--- src/rtl/alu_pkg.sv ---
// ALU shared types: operation encoding and shift-amount width.
// Latency: none (types only). Backpressure: not applicable.
package alu_pkg;

  typedef enum logic [3:0] {
    OP_ADD  = 4'b0000,
    OP_SUB  = 4'b0001,
    OP_SLL  = 4'b0010,
    OP_SLT  = 4'b0011,
    OP_SLTU = 4'b0100,
    OP_XOR  = 4'b0101,
    OP_SRL  = 4'b0110,
    OP_SRA  = 4'b0111,
    OP_OR   = 4'b1000,
    OP_AND  = 4'b1001
  } alu_op_e;

  localparam int ALU_SHAMT_W = 5;

endpackage

--- src/rtl/alu_shifter.sv ---
// Barrel shifter for SLL/SRL/SRA, present only when ALU_SHIFT_EN is defined.
// Latency: combinational. Backpressure: none.
`ifdef ALU_SHIFT_EN
module alu_shifter
  import alu_pkg::*;
#(
  parameter int WIDTH = 32
) (
  input  logic [WIDTH-1:0]       data,
  input  logic [ALU_SHAMT_W-1:0] shamt,
  input  alu_op_e                op,
  output logic [WIDTH-1:0]       result
);

  always_comb begin
    result = '0;
    case (op)
      OP_SLL:  result = data << shamt;
      OP_SRL:  result = data >> shamt;
      OP_SRA:  result = $signed(data) >>> shamt;
      default: result = '0;
    endcase
  end

endmodule
`endif

--- src/rtl/alu.sv ---
// RV32-style ALU: combinational ALU_Out plus a one-cycle registered copy with zero flag.
// Latency 0 (ALU_Out) / 1 (ALU_Out_q); no backpressure. Shifts only with ALU_SHIFT_EN.
module alu
  import alu_pkg::*;
#(
  parameter int WIDTH = 32
) (
  input  logic             clk,
  input  logic             rst_n,
  input  logic [3:0]       ALU_sel,
  input  logic [WIDTH-1:0] reg1,
  input  logic [WIDTH-1:0] reg2,
  input  logic             in_valid,
  output logic [WIDTH-1:0] ALU_Out,
  output logic [WIDTH-1:0] ALU_Out_q,
  output logic             zero_q,
  output logic             out_valid
);

  alu_op_e          op;
  logic [WIDTH-1:0] alu_out;
  logic             lt_signed;
  logic             lt_unsigned;

  logic [WIDTH-1:0] result_d, result_q;
  logic             zero_d;
  logic             valid_d, valid_q;

  assign op          = alu_op_e'(ALU_sel);
  assign lt_signed   = $signed(reg1) < $signed(reg2);
  assign lt_unsigned = reg1 < reg2;

`ifdef ALU_SHIFT_EN
  logic [WIDTH-1:0] shift_res;

  alu_shifter #(
    .WIDTH(WIDTH)
  ) u_shifter (
    .data  (reg1),
    .shamt (reg2[ALU_SHAMT_W-1:0]),
    .op    (op),
    .result(shift_res)
  );
`endif

  // Unused and (without the shifter) shift selects fall through to zero.
  always_comb begin
    alu_out = '0;
    case (op)
      OP_ADD:  alu_out = reg1 + reg2;
      OP_SUB:  alu_out = reg1 - reg2;
      OP_SLT:  alu_out = {{(WIDTH-1){1'b0}}, lt_signed};
      OP_SLTU: alu_out = {{(WIDTH-1){1'b0}}, lt_unsigned};
      OP_XOR:  alu_out = reg1 ^ reg2;
      OP_OR:   alu_out = reg1 | reg2;
      OP_AND:  alu_out = reg1 & reg2;
`ifdef ALU_SHIFT_EN
      OP_SLL, OP_SRL, OP_SRA: alu_out = shift_res;
`endif
      default: alu_out = '0;
    endcase
  end

  assign ALU_Out = alu_out;

  always_comb begin
    result_d = result_q;
    zero_d   = zero_q;
    valid_d  = 1'b0;
    if (in_valid) begin
      result_d = alu_out;
      zero_d   = (alu_out == '0);
      valid_d  = 1'b1;
    end
  end

  // Reset wins over a same-edge valid input, dropping that result.
  always_ff @(posedge clk) begin
    if (!rst_n) begin
      result_q <= '0;
      zero_q   <= 1'b0;
      valid_q  <= 1'b0;
    end else begin
      result_q <= result_d;
      zero_q   <= zero_d;
      valid_q  <= valid_d;
    end
  end

  assign ALU_Out_q = result_q;
  assign out_valid = valid_q;

endmodule

--- config.mk ---
export PLATFORM = sky130hd
export DESIGN_NAME = alu
export DESIGN_NICKNAME = d
export VERILOG_FILES = /design/src/rtl/alu_pkg.sv /design/src/rtl/alu_shifter.sv /design/src/rtl/alu.sv
export SDC_FILE = /design/constraint.sdc
export NUM_CORES = 1
export LEC_CHECK = 0
export BUFFER_PORTS_ARGS = -buffer_cell sky130_fd_sc_hd__buf_4
export CAP_MARGIN = 20
export CORE_MARGIN = 1.5
export CORE_UTILIZATION = 53
export DETAILED_ROUTE_END_ITERATION = 8
export PLACE_DENSITY = 0.82
export SYNTH_ARGS = -nofsm -noshare
export SYNTH_HDL_FRONTEND = slang
export SYNTH_SLANG_ARGS = --single-unit
--- constraint.sdc ---
create_clock -name clk -period 3.8 [get_ports clk]
set_input_delay 0.57 -clock clk [delete_from_list [all_inputs] [get_ports clk]]
set_output_delay 0.57 -clock clk [all_outputs]
set_load 0.03 [all_outputs]
# After elaboration in Yosys (flattened, before gate mapping)
# Index checks and enable logic that the tools add are counted.
[word_totals]
register_bits = 34
[op_classes]
n_eq_ne = 6
muxes = 2
addsub = 2
n_bitwise = 3
reduce_logical = 2
magnitude_cmp = 2
[ops]
columns = ["operator", "count"]
rows = [
  ["32-bit one-hot mux with 7 select lines", 1],
  ["32-bit < comparator", 2],
  ["32-bit adder", 1],
  ["32-bit AND", 1],
  ["32-bit zero test", 1],
  ["32-bit bitwise OR", 1],
  ["32-bit subtractor", 1],
  ["32-bit bitwise XOR", 1],
  ["4-bit by 3-bit == test with 1-bit output (second input constant)", 2],
  ["4-bit == test (second input constant)", 2],
  ["4-bit by 1-bit == test with 1-bit output (second input constant)", 1],
  ["4-bit by 2-bit == test with 1-bit output (second input constant)", 1],
  ["4-bit zero test", 1],
  ["1-bit two-way mux", 1],
]

# Logic depth before layout (Yosys ltp)
[logic_depth]
ltp_word = 3
depth_mapped = 14
ltp_nobuf = 13

# Worst setup path after synthesis
# Ideal clock, no wire load.
[synth_timing]
path_type = "input to output"
start = "input port reg1[1]"
end = "output port ALU_Out[19]"
setup_slack_ns = -0.564
path_stages = 9
arrival_ns = 3.794
n_path_buf = 0
path_cell_list = "inv_1 ha_1 o21ba_1 or4_4 a211oi_4 a2111oi_0 o21ai_0 xnor2_1 o311ai_0"
[synth_between]
elab_chain_cells = 2
[synth_rtl]
columns = ["item", "line", "source"]
rows = [
  ["start: declaration", "alu.sv:11", "input logic [WIDTH-1:0] reg1,"],
  ["32-bit subtractor or 32-bit adder (tied branches)", "alu.sv:51, alu.sv:50", ""],
  ["32-bit one-hot mux with 7 select lines *", "alu.sv:49", "case (op)"],
  ["end: declaration", "alu.sv:14", "output logic [WIDTH-1:0] ALU_Out,"],
]
# Every way passes the cells marked *; elsewhere a longest branch is shown, timed or not.

# Final worst setup path
[layout_timing]
start = "input port reg1[0]"
end = "output port ALU_Out[30]"
# The elaborated chain is that of the path after synthesis.

==> flow_summary_export.csv <==
group,metric,value,unit
sta,final-setup-viol-count,19,
routing,wl_met2,15600,um
sta,period_minus_slack,4.14,ns
run,cap_violations,0,
sta,rsz0062_at_grt,"true",
routing,viasPerCell,6.77,
setup_path,criticalPathCategory,"input pin to primary output",
setup_path,cpPeakStageDelay,0.46,ns
yosys,syn_nets,1253,
placed_design,gp_congestion,1.04,
yosys,ys_warn_count,0,
setup_path,start_kind,"input pin",
yosys,synth_area,0.00744,mm^2
placed_design,port_buffers,136,
clocking,clock-sinks,34,
sta,worstMarginPinSlew,1.33,ns
routing,firstDrtPassIters,8,
placed_design,dp_hpwl,24500,um
setup_path,endpoint_kind,"primary output",
yosys,yosys-top-cells-count,"nor2_1, inv_1, ha_1",
routing,num_vias,11000,
routing,wl_per_cell,22.4,um
sta,drv_slew,0,
finish,drive_gt1_share,39.3,%
global_route,grt_pass1_vias,9817,
sta,finalWorstSetupSlack,-0.338,ns
status,status,"complete, but fails checks",
global_route,track_usage,43.7,%
yosys,synth_edf_count,0,
global_route,antenna_found_initial,0,
routing,drc,0,
power,p_comb_share,70.9,%
die,rows,43,
global_route,grt_pass1_wl,51100,um
yosys,ys_seq_area_share,9.15,%
clocking,cts_tree,"built",
clocking,cts_buffers,5,
power,intPower,1.50,mW
routing,drtAntennaViolNets,0,
yosys,yosysTopAreaCell,"ha_1",
yosys,async_flop_share,0,%
setup_path,required,3.23,ns
power,swShare,46.6,%
clocking,cts_hold_buffers,0,
finish,final_cells,1626,
die,core-area,0.0138,mm^2
sta,slew_headroom,9.73,%
routing,wl_met1,12700,um
finish,postLayoutCellArea,0.0115,mm^2
yosys,synthTopCellsByArea,"ha_1, dfxtp_1, nor2_1",
placed_design,dp.cells,1583,
status,violations,"setup timing",
yosys,netlist-cell-type-count,99,
setup_path,reg2reg_slack,2.92,ns
routing,drt_iter0_drc,1694,
yosys,netlist.area_leader.share,16.7,%
die,io_pins,137,
yosys,synth_most_common_cell,"nor2_1",
power,worst_ir_drop_vdd,0.185,mV
power,powerDensity,244,mW/mm^2
placed_design,placed_cell_area,0.0104,mm^2
routing,wl_met3,5590,um
clocking,cts_root_buf,"clkbuf_16",
yosys,syn_inst,1081,
power,clkPwrFrac,14.8,%
power,power_switching,1.31,mW
sta,fin_crit_sh,109,%
finish,nNetsFinal,1617,
sta,worst_clock_skew,0,ns
clocking,clock_latency,0.28,ns
setup_path,critPathArrivalTime,3.57,ns
setup_path,path_max_fanout,2,
yosys,ys_ff_latch,34,
setup_path,crit_chain,"buf_12, inv_12, ha_4, fa_2, o21ba_4, or4_4, a2111oi_4, a32oi_1, o21a_1, a311oi_2, o21ai_1, a31oi_2, inv_2, buf_6",
die,dieArea,0.0148,mm^2
power,pwr-share-seq,14.3,%
min_path,hold_class,"register to register",
global_route,grt_max_degree,44,
routing,top_layer,"met4",
routing,wirelength,36400,um
clocking,h-tree-depth,2,
clocking,cts_buffer_depth,2,
finish,area_growth,55.0,%
sta,hold_viol,0,
die,start_util,54.0,%
die,die_y,121,um
die,fp.dieW,121,um
power,p_total,2.81,mW
yosys,synthFlopType,"dfxtp_1",
power,p_leak,5.50,nW
clocking,clk_pin_slew,0.05,ns
global_route,grt_overflow_total,0,
finish,n_antenna_cell,0,
sta,max_freq,242,MHz
yosys,avgSynthCellArea,6.88,um^2
setup_path,slowest_stage,"or4_4",
## timing repair
| item | in CTS | in global routing |
|---|---|---|
| setup endpoints to repair | 19 | 22 |
| cloned | 0 | 0 |
| resized for setup | 71 | 91 |
| buffers inserted | 18 | 21 |
| pin swaps | 36 | 42 |
| endpoints found under the hold margin | 0 | 0 |
## cell usage in the layout (no fill, tap or decap), drive strengths merged, types with 27 or more instances in the layout
cell and n:
inv 108, ha 99, nor3 46, dfxtp 34
a211oi 27, o21ai 58, nor2 135, nand2 64
a21oi 77, buf 427
## cells by family after synthesis
group | Yosys count | share of synthesized area, %
xor gates and xnor gates | 5 | 0.589
adders and majority gates | 101 | 17.2
and+or+nand+nor | 402 | 27.5
AOI/OAI and AO/OA | 354 | 35.0
DFF | 34 | 9.15
muxes | 7 | 0.959
buffers and inverters | 178 | 9.66
## state kept, by name (all words and copies together) (netlist names)
name	count
zero_q	1
ALU_Out_q	32
out_valid	1
## layout make-up
class | instances | area, um^2
inverter | 108 | 420
clock inverter | 2 | 12.5
fill | 844 | 2250
timing repair buffer | 427 | 3340
clock buffer | 6 | 139
sequential | 34 | 681
multi-input combinational | 869 | 6700
tap | 180 | 225
## per-stage QoR
step	util, %	hold WS, ns	worst slack, ns	TNS (ns)
after detailed placement	75.3	0.478	-0.429	-3.84
after floorplan	-	0.603	-0.00656	-0.00656
after global placement	75.3	0.471	-0.399	-3.36
after global routing	83.7	0.523	-0.340	-2.47
final	83.7	0.503	-0.338	-1.71
after CTS	79.7	0.491	-0.230	-0.677
## metal layers
| layer | track usage [%] | vias up |
|---|---|---|
| li1 | - | 4667 |
| met1 | 54.9 | 4985 |
| met2 | 69.2 | 1049 |
| met3 | 13.1 | 305 |
| met4 | 18.6 | 0 |
| met5 | 0 | - |
## worst max-delay path, delay by kind of cell
kind                       cells  cell delay [ns]
AOI/OAI and AO/OA              7             1.69
buffers and inverters          4             0.30
adders and majority gates      2             0.53
and+or+nand+nor                1             0.46
## path summary, 6_finish.rpt
path	start	cells past startpoint	endpoint
worst min register to register	ALU_Out_q[23]	2	ALU_Out_q[23]
worst max-delay path	reg1[0]	14	ALU_Out[30]
worst min-delay path	ALU_Out_q[23]	2	ALU_Out_q[23]
worst max register to register	ALU_Out_q[28]	2	ALU_Out_q[28]
## power groups by stage
| stage | Sequential, mW | Clock (mW) | Combinational, mW |
|---|---|---|---|
| 2_1_floorplan | 0.459 | 0 | 0.855 |
| 3_3_place_gp | 0.405 | 0 | 1.62 |
| 3_5_place_dp | 0.407 | 0 | 1.65 |
| 4_1_cts | 0.401 | 0.407 | 1.75 |
| 5_1_grt | 0.406 | 0.427 | 2.08 |
| 6_report | 0.404 | 0.415 | 2.00 |
No activity file was read; power rests on OpenSTA's default activity.
